==> config.mk <==
export PLATFORM = sky130hd
export DESIGN_NAME = regfile_dump
export DESIGN_NICKNAME = d
export VERILOG_FILES = /design/src/rtl/regfile_dump.sv
export SDC_FILE = /design/constraint.sdc
export NUM_CORES = 1
export LEC_CHECK = 0
export CAP_MARGIN = 20
export CORE_ASPECT_RATIO = 0.7
export CORE_MARGIN = 5
export CORE_UTILIZATION = 40
export CTS_BUF_LIST = sky130_fd_sc_hd__clkbuf_8
export CTS_CLUSTER_DIAMETER = 50
export DETAILED_ROUTE_END_ITERATION = 10
export PLACE_DENSITY_LB_ADDON = 0.12
export SLEW_MARGIN = 0
export SYNTH_ARGS = -nofsm -noshare
export SYNTH_HDL_FRONTEND = slang
export SYNTH_SLANG_ARGS = --single-unit
==> constraint.sdc <==
create_clock -name clk -period 1.8 [get_ports clk]
set_clock_uncertainty 0.2 [all_clocks]
set_input_delay 0.18 -clock clk [delete_from_list [all_inputs] [get_ports clk]]
set_output_delay 0.18 -clock clk [all_outputs]
set_load 0.01 [all_outputs]
==> src/rtl/regfile_dump.sv <==
// regfile_dump: walks every register file entry and streams a header byte plus each word LSB-first over a valid/ready byte port
module regfile_dump #(
    parameter int AWIDTH = 4,
    parameter int DWIDTH = 16
) (
    input  logic              clk,
    input  logic              reset,
    input  logic              start,
    output logic              busy,
    output logic              done,
    output logic [AWIDTH-1:0] asel,
    input  logic [DWIDTH-1:0] adata,
    output logic [7:0]        tx_data,
    output logic              tx_valid,
    input  logic              tx_ready
);
    localparam int NB = DWIDTH / 8;
    typedef enum logic [1:0] {IDLE, HDR, LOAD, SEND} state_t;
    state_t            state, nxt;
    logic [AWIDTH-1:0] addr;
    logic [2:0]        bidx;
    logic [DWIDTH-1:0] word;
    logic              hs, last_byte, last_reg;
    assign hs        = tx_valid && tx_ready;
    assign last_byte = bidx == 3'(NB - 1);
    assign last_reg  = &addr;
    assign asel      = addr;
    assign busy      = state != IDLE;
    assign tx_valid  = state == HDR || state == SEND;
    assign tx_data   = state == HDR ? 8'hA5 : state == SEND ? word[7:0] : 8'h00;
    // state register
    always_ff @(posedge clk) begin
        state <= reset ? IDLE : nxt;
    end
    // next-state: header, then one LOAD and NB SEND beats per register
    always_comb begin
        nxt = state;
        case (state)
            IDLE: nxt = start ? HDR : IDLE;
            HDR:  nxt = hs ? LOAD : HDR;
            LOAD: nxt = SEND;
            SEND: nxt = hs && last_byte ? (last_reg ? IDLE : LOAD) : SEND;
        endcase
    end
    // address sequencing, word snapshot/shift and done pulse
    always_ff @(posedge clk) begin
        if (reset) begin
            addr <= '0;
            bidx <= '0;
            word <= '0;
            done <= 1'b0;
        end else begin
            done <= 1'b0;
            case (state)
                IDLE: if (start) addr <= '0;
                LOAD: begin
                    word <= adata;
                    bidx <= '0;
                end
                SEND: if (hs) begin
                    word <= word >> 8;
                    bidx <= bidx + 3'd1;
                    if (last_byte) begin
                        if (last_reg) begin
                            done <= 1'b1;
                            addr <= '0;
                        end else begin
                            addr <= addr + 1'b1;
                        end
                    end
                end
                default: ;
            endcase
        end
    end
endmodule

==> impl_metrics.json <==
{
  "worst_ep_required_time_ps": 1420,
  "initial_core_util_pct": 42.9,
  "syn_inst": 158,
  "drv_slew": 0,
  "met2_usage_pct": 20.3,
  "yosys.area.top_type": "dfxtp_1",
  "min_path_type": "input pin to flip-flop",
  "grt_pass1_vias": 1074,
  "synth-xor-area-share_pct": 0,
  "maxCapViolCount": 0,
  "drive_gt1_share_pct": 15.9,
  "worstMarginPinSlew_ps": 274,
  "ys_seq_elements": 26,
  "synth_compound_area_share_pct": 28.0,
  "clockRootBuffer": "clkbuf_8",
  "syn-num-nets": 181,
  "grt_pass1_wl_mm": 5.34,
  "startpoint_type": "flip-flop",
  "peakVddDrop_mv": 0.477,
  "drc": 0,
  "final_nets": 214,
  "place.gp.congestion": 0.756,
  "synth_top_family_by_area": "compound AO/OA/AOI/OAI gates",
  "min_from": "adata[11]",
  "r2r-end": "asel[3]",
  "yosysWarnings": 0,
  "dr.pass1.iters": 4,
  "crit_family": "buffers and inverters",
  "syn_area_per_cell_um2": 8.78,
  "min_to": "word[11]",
  "fin_area_um2": 1840,
  "synth.area.top_cells": "dfxtp_1 38%, a221oi_2 8.7%, o21ai_0 6.9%",
  "setup_viol": 0,
  "via_per_inst": 5.23,
  "antenna_found_initial": 0,
  "detail-route-antenna-nets": 0,
  "synthMuxAreaShare_pct": 0,
  "grt_max_degree": 23,
  "ys_types": 35,
  "critical_path_class": "flip-flop to output port",
  "outcome": "finished clean",
  "synth_fa_ha_area_share_pct": 2.71,
  "ys_seq_area_share_pct": 37.5,
  "pin_count": 35,
  "slowest_delay_ps": 580,
  "via_count": 1234,
  "leakagePower_nw": 0.675,
  "path_cells": "clkdlybuf4s50_1",
  "use_met1_pct": 21.6,
  "cts_tree": "built",
  "synthArstFlopShare_pct": 0,
  "worstPathArrival_ps": 1310,
  "critical_path_buf_inv_count": 1,
  "cts_buffers": 3,
  "rsz0062_at_grt": "no",
  "grt.total_usage_pct": 14.6,
  "synth-simple-area-share_pct": 21.6,
  "drt_iter0_markers": 68,
  "ys.flop_type": "dfxtp_1",
  "post-route-period-util_pct": 93.7,
  "insertion_delay_ps": 270,
  "antennaDiodeCount": 0,
  "syn_area_um2": 1390,
  "finalHoldViolCount": 0,
  "tns_ps": 0,
  "ctsHtreeMaxLevel": 1,
  "grt_most_used_layer": "met1",
  "max_freq_mhz": 593,
  "ctsHoldBuffers": 0,
  "die_area_um2": 4770,
  "finalCriticalPeriod_ps": 1690,
  "clockBufferDepth": 2,
  "rows": 17,
  "synth_edf_count": 0,
  "clk_pin_slew_ps": 90,
  "regToRegSetupSlack_ps": 330,
  "routedWlPerCell_um": 14.2,
  "endpoint_kind": "output port",
  "post_dp_cell_area_um2": 1770,
  "powerDensity_nw_per_um2": 661,
  "numClockSinks": 26,
  "slew_headroom_pct": 81.7,
  "core_um2": 3230,
  "crit_fanout": 6,
  "synth_top_area_share_pct": 37.5,
  "reg2reg_from": "state[0]",
  "fp.dieH_um": 59.3,
  "reg2regPathDepth": 4,
  "die_x_um": 80.4,
  "grt.overflow.total": 0,
  "wirelength_mm": 3.36,
  "holdPathStages": 3,
  "area_growth_pct": 32.6,
  "post_cts_buffers": 0,
  "portBuffers": 34,
  "grt.met3_usage_pct": 4.86,
  "slowest_stage": "clkdlybuf4s50_1",
  "hpwl_mm": 2.41
}
==> what timing repair did <==
item                                    in CTS  in global routing
resized for setup                           13                  1
endpoints found under the setup margin      10                  1
cloned                                       1                  0
pin swaps                                    0                  0
==> layout make-up <==
type	instances	area, um^2
fill	299	1390
multi-input combinational	105	724
sequential	26	523
timing repair buffer	44	452
tap	47	58.8
clock buffer	3	41.3
inverter	11	41.3
==> kinds of logic after synthesis <==
family	count (synthesis)
AO/OA/AOI/OAI	52
adder cells (fa/ha/maj)	3
buffers and inverters	27
flip-flops	26
AND/OR/NAND/NOR	50
==> state kept, by name, indices dropped and copies added, names as in the netlist <==
name / count
word: 16
bidx: 3
state: 2
asel: 4
done: 1
==> metrics by stage <==
step / std cells / setup WS, ps / hold slack (ps) / power (mW) / utilization, %
after floorplan: 158 / 436 / 120 / 0.788 / -
after global routing: 236 / 66.3 / 280 / 1.27 / 56.9
after global placement: 232 / 122 / 245 / 0.886 / 54.6
after detailed placement: 232 / 106 / 252 / 0.888 / 54.6
final: 236 / 114 / 260 / 1.22 / 56.9
after CTS: 236 / 31.0 / 253 / 1.23 / 56.8
==> cell usage after synthesis (2+ instances only) <==
master / count
dfxtp_1: 26
o21ai_0: 19
a21oi_1: 13
nand2_1: 12
inv_1: 11
nand3b_1: 9
a221oi_2: 8
buf_2: 6
a21boi_0: 5
clkbuf_1: 5
nand3_1: 5
and3_1: 4
buf_6: 4
ha_1: 3
nand2b_1: 3
nor2b_1: 3
nor3_1: 3
nor2_1: 2
==> placed cells by master (no fill, tap or decap), drive strengths merged, types with 4 or more instances in the layout <==
master          n
buf             9
a21boi          5
a221oi          8
nand3           5
inv            11
dlygate4sd2     9
o21ai          20
and3            5
nand2          12
nand3b          9
dfxtp          26
nand2b          4
a21oi          13
clkdlybuf4s50  24
==> per-layer routing <==
| metal | wire [um] | vias up |
|---|---|---|
| li1 | - | 632 |
| met2 | 1370 | 42 |
| met4 | 17 | 0 |
| met5 | 0 | - |
| met3 | 247 | 2 |
| met1 | 1720 | 558 |
==> power breakdown <==
part           internal, mW  total (mW)  switching, mW
clock                 0.150       0.332          0.182
sequential            0.601       0.613         0.0126
combinational         0.140       0.270          0.130
==> worst min-delay path, cell delays in order <==
cell and delay [ps]:
clkdlybuf4s50_1 390, nand2_1 60, a21oi_1 50
==> how the worst max path moves through the flow <==
stage,from,cells after the start,slack [ps],endpoint
floorplan,state[0],3,440,tx_data[0]
global placement,tx_ready,4,120,asel[3]
detailed placement,tx_ready,4,110,asel[3]
CTS,state[0],2,30,tx_valid
global route,state[0],3,70,tx_data[2]
finish,asel[2],1,110,asel[2]
Note: power is estimated with default switching activity, not from simulation.
